<file path="config.mk">
export PLATFORM = sky130hd
export DESIGN_NAME = spigot_e_engine
export DESIGN_NICKNAME = d
export VERILOG_FILES = /design/src/rtl/spigot_pkg.sv /design/src/rtl/spigot_divu.sv /design/src/rtl/spigot_e_engine.sv
export SDC_FILE = /design/constraint.sdc
export NUM_CORES = 1
export LEC_CHECK = 0
export CORE_MARGIN = 2
export CORE_UTILIZATION = 30
export CTS_CLUSTER_DIAMETER = 150
export CTS_CLUSTER_SIZE = 16
export DETAILED_ROUTE_END_ITERATION = 10
export HOLD_SLACK_MARGIN = 0.15
export SLEW_MARGIN = 10
export SYNTH_ARGS = -nofsm -noshare
export SYNTH_HDL_FRONTEND = slang
export SYNTH_SLANG_ARGS = --single-unit
</file>
<file path="constraint.sdc">
create_clock -name clk -period 9.92 [get_ports clk]
set_input_delay 1.984 -clock clk [delete_from_list [all_inputs] [get_ports clk]]
set_output_delay 1.984 -clock clk [all_outputs]
set_load 0.005 [all_outputs]
</file>
<file path="src/rtl/spigot_pkg.sv">
// Shared definitions for the spigot e engine.
//   cw()        : clog2-based width helper, never returns less than 1
//   state_e     : engine FSM states
//   INT_DIGIT_E : integer part of e, emitted before the fractional digits
package spigot_pkg;

  localparam int INT_DIGIT_E = 2;

  function automatic int cw(input int v);
    return (v <= 2) ? 1 : $clog2(v);
  endfunction

  typedef enum logic [2:0] {
    IDLE,
    INIT,
    EMIT_INT,
    LOAD,
    DIV,
    WRITE,
    OUT,
    DONE
  } state_e;

endpackage

</file>
<file path="src/rtl/spigot_divu.sv">
// Sequential restoring divider, one quotient bit per cycle, MSB first.
// Ports:
//   clk, rst   : clock, async active-high reset
//   go         : start a division; the first quotient bit is resolved in
//                the go cycle itself, straight from dividend/divisor
//   dividend   : XW-bit dividend
//   divisor    : AW-bit divisor
//   quot       : QW-bit quotient (caller guarantees quotient < 2^QW)
//   rem        : AW-bit remainder (always < divisor)
//   ready      : high once all QW quotient bits have been resolved,
//                i.e. QW cycles after go
module spigot_divu
  import spigot_pkg::*;
#(
  parameter int XW = 9,
  parameter int AW = 6,
  parameter int QW = 4
) (
  input  logic          clk,
  input  logic          rst,
  input  logic          go,
  input  logic [XW-1:0] dividend,
  input  logic [AW-1:0] divisor,
  output logic [QW-1:0] quot,
  output logic [AW-1:0] rem,
  output logic          ready
);

  // The divisor shifted by up to QW-1 bits must fit alongside the dividend.
  localparam int CW  = AW + QW;
  localparam int CNW = cw(QW + 1);

  logic [XW-1:0]  rem_q, rem_d, src_rem;
  logic [QW-1:0]  quot_q, quot_d, src_quot;
  logic [AW-1:0]  dvs_q, dvs_d, src_dvs;
  logic [CNW-1:0] cnt_q, cnt_d, step_bit;
  logic [CW-1:0]  shifted;

  always_comb begin
    // On go the step works on the fresh operands rather than the registers.
    src_rem  = go ? dividend : rem_q;
    src_quot = go ? '0 : quot_q;
    src_dvs  = go ? divisor : dvs_q;
    step_bit = go ? CNW'(QW - 1) : CNW'(QW - 1) - cnt_q;
    shifted  = CW'(src_dvs) << step_bit;

    rem_d  = src_rem;
    quot_d = src_quot;
    dvs_d  = src_dvs;
    cnt_d  = cnt_q;
    if (go || cnt_q != CNW'(QW)) begin
      if (CW'(src_rem) >= shifted) begin
        rem_d  = XW'(CW'(src_rem) - shifted);
        quot_d = src_quot | (QW'(1) << step_bit);
      end
      cnt_d = go ? CNW'(1) : cnt_q + CNW'(1);
    end
  end

  always_ff @(posedge clk or posedge rst) begin
    if (rst) begin
      rem_q  <= '0;
      quot_q <= '0;
      dvs_q  <= '0;
      cnt_q  <= CNW'(QW);
    end else begin
      rem_q  <= rem_d;
      quot_q <= quot_d;
      dvs_q  <= dvs_d;
      cnt_q  <= cnt_d;
    end
  end

  assign quot  = quot_q;
  assign rem   = rem_q[AW-1:0];
  assign ready = (cnt_q == CNW'(QW));

endmodule

</file>
<file path="src/rtl/spigot_e_engine.sv">
// Streams the digits of e in base RADIX using the mixed-radix spigot
// e = 2 + 1/2(1 + 1/3(1 + 1/4(...))). Remainders a[2..TERMS] start at 1;
// each digit sweeps i = TERMS..2 computing x = a[i]*RADIX + carry,
// a[i] = x mod i, carry = x / i, and the final carry is the digit.
// Ports:
//   clk, rst     : clock, async active-high reset
//   start        : begin a run (only honoured in IDLE)
//   busy         : run in progress (after accepted start .. final handshake)
//   done         : one-cycle pulse after the final digit handshake
//   digit_data   : digit value 0..RADIX-1
//   digit_valid  : digit_data/digit_index valid, held until digit_ready
//   digit_ready  : consumer accept
//   digit_index  : 0 = integer digit, 1..NUM_DIGITS = fractional digits
module spigot_e_engine
  import spigot_pkg::*;
#(
  parameter int RADIX      = 10,
  parameter int TERMS      = 32,
  parameter int NUM_DIGITS = 20
) (
  input  logic                         clk,
  input  logic                         rst,
  input  logic                         start,
  output logic                         busy,
  output logic                         done,
  output logic [3:0]                   digit_data,
  output logic                         digit_valid,
  input  logic                         digit_ready,
  output logic [cw(NUM_DIGITS+1)-1:0]  digit_index
);

  localparam int AW = cw(TERMS + 1);
  localparam int XW = cw(TERMS * RADIX);
  localparam int QW = cw(RADIX);
  localparam int IW = cw(NUM_DIGITS + 1);

  state_e        state_q, state_d;
  logic          busy_q, busy_d;
  logic          done_q, done_d;
  logic          valid_q, valid_d;
  logic [3:0]    data_q, data_d;
  logic [IW-1:0] index_q, index_d;
  logic [AW-1:0] i_q, i_d;
  logic [QW-1:0] carry_q, carry_d;

  // Remainder file; only entries 2..TERMS are ever used. Sized to the full
  // address space so i_q indexes it without width adaptation.
  logic [AW-1:0] a_q [2**AW];
  logic          a_we;
  logic [AW-1:0] a_wdata;

  logic [XW-1:0] x;
  logic          div_go, div_ready;
  logic [QW-1:0] div_quot;
  logic [AW-1:0] div_rem;

  // a[i] <= i-1 and carry < RADIX keep x below i*RADIX.
  assign x = XW'(a_q[i_q]) * XW'(RADIX) + XW'(carry_q);

  spigot_divu #(.XW(XW), .AW(AW), .QW(QW)) u_divu (
    .clk      (clk),
    .rst      (rst),
    .go       (div_go),
    .dividend (x),
    .divisor  (i_q),
    .quot     (div_quot),
    .rem      (div_rem),
    .ready    (div_ready)
  );

  always_comb begin
    state_d = state_q;
    busy_d  = busy_q;
    done_d  = 1'b0;
    valid_d = valid_q;
    data_d  = data_q;
    index_d = index_q;
    i_d     = i_q;
    carry_d = carry_q;
    a_we    = 1'b0;
    a_wdata = '0;
    div_go  = 1'b0;
    case (state_q)
      IDLE: begin
        if (start) begin
          state_d = INIT;
          busy_d  = 1'b1;
          i_d     = AW'(2);
        end
      end
      INIT: begin
        a_we    = 1'b1;
        a_wdata = AW'(1);
        if (i_q == AW'(TERMS)) begin
          state_d = EMIT_INT;
          valid_d = 1'b1;
          data_d  = 4'(INT_DIGIT_E);
          index_d = '0;
        end else begin
          i_d = i_q + AW'(1);
        end
      end
      EMIT_INT, OUT: begin
        // No computation while a digit is stalled at the output.
        if (digit_ready) begin
          valid_d = 1'b0;
          if (state_q == OUT && index_q == IW'(NUM_DIGITS)) begin
            state_d = DONE;
            busy_d  = 1'b0;
            done_d  = 1'b1;
          end else begin
            state_d = LOAD;
            i_d     = AW'(TERMS);
            carry_d = '0;
          end
        end
      end
      LOAD: begin
        div_go  = 1'b1;
        state_d = DIV;
      end
      DIV: begin
        if (div_ready) state_d = WRITE;
      end
      WRITE: begin
        a_we    = 1'b1;
        a_wdata = div_rem;
        carry_d = div_quot;
        if (i_q == AW'(2)) begin
          state_d = OUT;
          valid_d = 1'b1;
          data_d  = 4'(div_quot);
          index_d = index_q + IW'(1);
        end else begin
          i_d     = i_q - AW'(1);
          state_d = LOAD;
        end
      end
      DONE:    state_d = IDLE;
      default: state_d = IDLE;
    endcase
  end

  always_ff @(posedge clk or posedge rst) begin
    if (rst) begin
      state_q <= IDLE;
      busy_q  <= 1'b0;
      done_q  <= 1'b0;
      valid_q <= 1'b0;
      data_q  <= '0;
      index_q <= '0;
      i_q     <= '0;
      carry_q <= '0;
    end else begin
      state_q <= state_d;
      busy_q  <= busy_d;
      done_q  <= done_d;
      valid_q <= valid_d;
      data_q  <= data_d;
      index_q <= index_d;
      i_q     <= i_d;
      carry_q <= carry_d;
    end
  end

  // Contents are don't-care until INIT has written them, so no reset.
  always_ff @(posedge clk) begin
    if (a_we) a_q[i_q] <= a_wdata;
  end

  assign busy        = busy_q;
  assign done        = done_q;
  assign digit_valid = valid_q;
  assign digit_data  = data_q;
  assign digit_index = index_q;

endmodule

</file>
* After elaboration in Yosys (flattened, before gate mapping) *
Memories as Yosys holds them, arrays and structs flattened.
Index checks and enable logic that the tools add are counted.

storage, ports and cells
  flip-flop bits (word level) = 47
  RAM bits = 384
  input bits = 4
  output and inout bits = 12
  word-level logic and storage cells = 109
  memories kept = 1

cells by class
  $add $sub $neg = 7
  $mul = 1
  $lt $le $gt $ge = 1
  equality and inequality tests = 21
  shifts and indexed selects = 2
  muxes and demuxes = 47
  bitwise gates (word level) = 1
  reductions and logical operators = 16

memory list
  memory  words  width  rd ports  clocked after memory_dff  wr ports  line                   text
  a_q     64     6      1         0                         1         spigot_e_engine.sv:48  logic [AW-1:0] a_q [2**AW];

operator list
  operator                                          number
  two-way mux 6 bit                                 6
  two-way mux 4 bit                                 7
  two-way mux 9 bit                                 3
  two-way mux 3 bit                                 8
  case mux 6 bit (4 select lines)                   1
  case mux 3 bit (7 select lines)                   1
  != test 2 bit, second input constant              9
  case mux 4 bit (2 select lines)                   2
  == test 3 bit, second input constant              5
  two-way mux 1 bit                                 13
  case mux 6 bit (2 select lines)                   1
  AND reduction 4 bit                               3
  >= comparator 9 x 10 -> 1 bit                     1
  two-way mux 5 bit                                 2
  case mux 5 bit (2 select lines)                   1
  left shift 6 x 3 -> 10 bit                        1
  adder 9 x 4 -> 9 bit                              1
  subtractor 9 bit                                  1
  multiplier 6 x 3 -> 8 bit, second input constant  1
  adder 6 x 1 -> 6 bit, second input constant       1
  == test 3 x 2 -> 1 bit, second input constant     2
  == test 6 x 2 -> 1 bit, second input constant     1
  == test 6 bit, second input constant              1
  AND reduction 3 bit                               2
  other kinds (19)                                  22

* Longest topological paths before layout *
  depth in word-level cells = 7
  gate-level depth with buffers = 26
  mapped depth without buffers = 21

* Cells and area by module *
A second synthesis with hierarchy kept.

unflattened totals
  cell total of the unflattened synthesis = 1257
  area, all modules = 18969.4 µm²

modules (own cells, without submodules)
  module           instances  cells an instance  area an instance (µm²)  sequential area each (µm²)
  spigot_e_engine  1          1056               17157.7                 12156.7
  spigot_divu      1          201                1811.7                  551.8

* Worst setup path before layout *
No wires, ideal clock.

  kind = reg2reg
  from = reg i_q[2]
  to = reg u_divu.rem_q[1]
  library setup time = 0.125 ns
  data arrival time = 5.346 ns
  required time = 9.795 ns
  slack = 4.450 ns
  stages on the path, launching flop included = 24
  path buffers = 5
  clock period less this slack = 5.470 ns
  cell sequence = dfrtp_1 > buf_2 > buf_2 > buf_2 > buf_2 > mux4_2 > mux2i_1 > o22ai_1 > a21oi_1 > nand4b_1 > ha_1 > ha_1 > fa_1 > xor2_1 > o2111ai_1 > xnor3_1 > o21ai_0 > ha_1 > and4_1 > a21boi_0 > o31ai_1 > a21o_1 > buf_2 > mux2_2

on the way
  longest elaborated chain between the ends = 7
  elaborated cells on any way between the ends = 10
  classes of those cells = 2 x add/sub; 1 x mul; 1 x order compare; 1 x shift; 4 x mux; 1 x memory

RTL lines
  item                                                                      line                                  text
  from (decl)                                                               spigot_e_engine.sv:43                 logic [AW-1:0] i_q, i_d;
  from (signal assigned)                                                    spigot_e_engine.sv:161                i_q <= i_d;
  memory read (64 x 6 bit)                                                  --
  multiplier 6 x 3 -> 8 bit                                                 spigot_e_engine.sv:58                 assign x = XW'(a_q[i_q]) * XW'(RADIX) + XW'(carry_q);
  adder 9 x 4 -> 9 bit                                                      spigot_e_engine.sv:58
  two-way mux 9 bit                                                         spigot_divu.sv:41                     src_rem = go ? dividend : rem_q;
  subtractor 9 bit / >= comparator 9 x 10 -> 1 bit (equally long branches)  spigot_divu.sv:53, spigot_divu.sv:52
  two-way mux 9 bit                                                         spigot_divu.sv:52                     if (CW'(src_rem) >= shifted) begin
  two-way mux 9 bit *                                                       spigot_divu.sv:51                     if (go || cnt_q != CNW'(QW)) begin
  named net u_divu.rem_d[1]                                                 spigot_divu.sv:33                     logic [XW-1:0] rem_q, rem_d, src_rem;
  to (signal assigned)                                                      spigot_divu.sv:67                     rem_q <= rem_d;
  to (decl)                                                                 spigot_divu.sv:33

The timed path passes the listed nets; every way through them passes the cells marked *.
A chain may end at the register's enable or synchronous reset.

* Worst setup path in the final report *
  from = reg i_q[0]
  to = reg u_divu.rem_q[1]

The elaborated chain is that of the path after synthesis.

==> key figures <==
Global route
  • Vias in the first global route: 10,810
  • Largest net degree at the start of global routing: 73
  • Grt total ovfl: 0
  • First-pass GRT wire length: 71,210 um
  • Initial antenna violation count: 0
  • Global Route Usage Sum: 14.79%

Worst setup path
  • Capture point of the worst reg-to-reg path: u_divu.rem_q[1]$_DFF_PP0_
  • Critical R2R Launch: i_q[0]$_DFFE_PP0P_
  • Crit path launch type: register
  • Crit path required time: 10.42 ns
  • R2R depth: 19
  • Critical path class: register to register
  • Reg2reg setup slack: 2.87 ns
  • Worst-path fanout max: 37
  • Arrival @ worst endpoint: 7.55 ns
  • Crit path from: i_q[0]$_DFFE_PP0P_
  • Worst setup EP type: register
  • CP endpoint: u_divu.rem_q[1]$_DFF_PP0_

Clocking
  • Cts repair resizes: 0
  • Num CTS Buffers: 30
  • Clk_lat worst skew: 0.61 ns
  • Root buffer cell: clkbuf_16
  • Max H-tree Level: 1
  • Clock sink count: 431
  • Post-CTS setup buffers: 0
  • Hold_buf cts: 0
  • CTS tree: built
  • Reg clk slew, reported paths: 0.08 ns
  • Bufs on Longest Clock Path: 3

Layout
  • ANT cells: 0
  • Finished Layout Cells: 2,092
  • # nets final: 1,285
  • Fin util: 33.29%
  • Area growth, synth to finish: 9.870%
  • Share of layout cells above drive strength 1: 11.39%

Timing
  • Final worst path period share: 71.10%
  • Hold Vio Cnt, Final: 0
  • Final Max Slew Viols: 0
  • Setup TNS: 0 ns
  • Measured slew at the worst slew-check pin: 1.232 ns
  • Slew headroom: 17.86%
  • Clk_skew: 0.01670 ns
  • Fmax achieved: 141.8 MHz
  • Hold WS: 0.4831 ns
  • Post-route setup slack: 2.867 ns
  • Final setup viols: 0
  • RSZ-0062 raised after global routing: no
  • Fin crit period: 7.053 ns

Synthesis
  • #FFs+latches synth: 431
  • Netlist Area Pre-Place: 18,700 um2
  • Post-Syn Nets: 1,294
  • Top FF cell, synth: edfxtp_1
  • Syn avg cell area: 14.91 um2
  • Mapped Cells: 1,254
  • Yosys cell types: 70
  • Post-synth EDFFs: 384
  • Synthesis warning total: 0
  • Post-synth ARST share: 10.90%
  • Sequential area share after synthesis: 67.96%

Run
  • Maxcap violations: 0

Power
  • LEAKAGE: 6.800 nW
  • Pwr Density: 307.1 nW/um2
  • Max IR drop VDD: 0.1806 mV

Floorplan
  • Boundary pin count: 16
  • Die width: 253.7 um
  • Core region area: 61,710 um2
  • Die Area: 64,340 um2
  • Site Rows: 91
  • Die span in y: 253.7 um
  • Initial Util: 30.30%

Routing
  • Avg WL per Cell: 22.91 um
  • Number of vias per cell: 5.315
  • DR iter-0 viols: 1,258
  • DRC violations left: 0
  • Via count: 11,120
  • WL final: 47,930 um
  • DRT Pass-1 Iters: 8
  • Post-DRT Antenna Nets: 0

Placed design
  • Dpl ws: 3.012 ns
  • Post-placement cell count: 2,050
  • Port buffer count: 15
  • Last weighted congestion value of the routability-driven placer: 0.8748
  • Final HPWL DP: 30,390 um

Worst hold path
  • Hold/Removal Path Class: register to register

Run status
  • Outcome: finished, final reports clean
synthesized netlist by cell type, types with 6 or more instances:
cell type,count,share of area (%)
inv_1,25,0.50
a22oi_1,29,1.2
a31oi_1,10,0.33
nor2b_1,13,0.43
nor3_1,10,0.27
dfrtp_1,46,6.2
mux2_2,45,2.7
ha_1,32,2.1
mux2i_1,38,2.0
nand2_1,72,1.4
mux4_1,10,1.4
and3_1,13,0.43
edfxtp_1,384,62
nand3_1,20,0.54
a21oi_1,55,1.5
mux4_2,29,3.5
o31ai_1,6,0.24
xor2_1,8,0.37
o21ai_0,53,1.4
clkbuf_1,31,0.62
o22ai_1,11,0.37
a221oi_1,40,1.9
xnor2_1,8,0.37
nor2_1,123,2.5
buf_2,32,0.86
and2_1,6,0.20
a22o_1,11,0.52
o211ai_1,6,0.24
stage by stage:
step / power [mW] / area (um2)
2_1_floorplan: 4.333 / 18700
3_3_place_gp: 5.108 / 19720
3_5_place_dp: 5.141 / 19720
4_1_cts: 6.281 / 20540
5_1_grt: 6.627 / 20540
6_report: 6.309 / 20540
where the power goes:
part | internal (mW) | switching [mW]
clock network | 0.553 | 0.597
logic | 1.09 | 1.71
registers | 2.17 | 0.190
total | 3.81 | 2.49
area by class of cell:
| type | count | area (um2) |
|---|---|---|
| sequential | 431 | 12720 |
| timing repair buffer | 32 | 290.3 |
| tap | 837 | 1047 |
| clock buffer | 41 | 792.0 |
| multi-input combinational | 723 | 5564 |
| fill | 5988 | 41170 |
| inverter | 27 | 101.3 |
| clock inverter | 1 | 30.03 |
worst min-delay path by stage:
stage / startpoint / endpoint / slack (ns) / cells past startpoint
floorplan: u_divu.dvs_q[3]$_DFF_PP0_ / u_divu.dvs_q[3]$_DFF_PP0_ / 0.46 / 2
global placement: digit_data[1]$_DFFE_PP0P_ / digit_data[1]$_DFFE_PP0P_ / 0.46 / 2
detailed placement: digit_data[2]$_DFFE_PP0P_ / digit_data[2]$_DFFE_PP0P_ / 0.47 / 2
CTS: digit_data[2]$_DFFE_PP0P_ / digit_data[2]$_DFFE_PP0P_ / 0.49 / 2
global route: digit_data[1]$_DFFE_PP0P_ / digit_data[1]$_DFFE_PP0P_ / 0.51 / 2
finish: digit_data[1]$_DFFE_PP0P_ / digit_data[1]$_DFFE_PP0P_ / 0.48 / 2
placed cells by master (no fill, tap or decap), types with 5 or more instances in the layout:
| cell | instances |
|---|---|
| and3_1 | 8 |
| mux2i_1 | 38 |
| o211ai_1 | 6 |
| o31ai_1 | 6 |
| nor2_1 | 123 |
| a22o_1 | 11 |
| inv_1 | 24 |
| clkbuf_1 | 11 |
| xor2_1 | 8 |
| nand2_1 | 72 |
| nor3_1 | 10 |
| nor2b_1 | 13 |
| xnor2_1 | 8 |
| a21o_1 | 5 |
| o21ai_0 | 53 |
| a22oi_1 | 29 |
| mux4_2 | 29 |
| edfxtp_1 | 384 |
| a221oi_1 | 40 |
| nand3_1 | 20 |
| mux4_1 | 10 |
| buf_4 | 16 |
| and2_1 | 6 |
| clkbuf_16 | 30 |
| dfrtp_1 | 43 |
| mux2_2 | 45 |
| a21oi_1 | 54 |
| or3_1 | 5 |
| clkdlybuf4s50_1 | 15 |
| a31oi_1 | 10 |
| ha_1 | 32 |
| o22ai_1 | 11 |
flip-flops by register name, summed over array words and instances, names as in the netlist:
signal	count
u_divu.cnt_q	3
state_q	3
u_divu.rem_q	9
i_q	6
done	1
u_divu.dvs_q	6
busy	1
digit_index	5
digit_data	4
a_q	384
u_divu.quot	4
carry_q	4
digit_valid	1
layer usage:
| layer | global-route usage [%] | vias up | share of wire, % |
|---|---|---|---|
| met1 | 20.39 | 5720 | 44 |
| met4 | 4.538 | 0 | 3.0 |
| li1 | - | 4857 | - |
| met5 | 0 | - | 0 |
| met2 | 23.34 | 451 | 46 |
| met3 | 3.185 | 91 | 7.7 |
cell families after synthesis:
family / share of synthesized area, %
AOI/OAI and AO/OA: 9.294
xor gates and xnor gates: 0.8699
adders and majority gates: 2.569
buffers and inverters: 2.429
DFF: 67.96
muxes: 9.642
and+or+nand+nor: 7.233
critical path, cell delays in order (launching register included):
cell	delay, ns
dfrtp_4	0.79
buf_4	0.52
nor2b_1	0.92
a221oi_1	0.30
nor2_1	0.20
o21ai_0	0.11
o2111a_1	0.24
o2111ai_1	0.14
ha_1	0.33
fa_1	0.48
xor2_1	0.33
o2111ai_1	0.19
xnor3_1	0.22
o21ai_0	0.24
ha_1	0.31
and4_1	0.22
a21boi_0	0.14
o31ai_1	0.46
a21o_1	0.39
mux2_2	0.38
(Power assumes the default switching activity.)
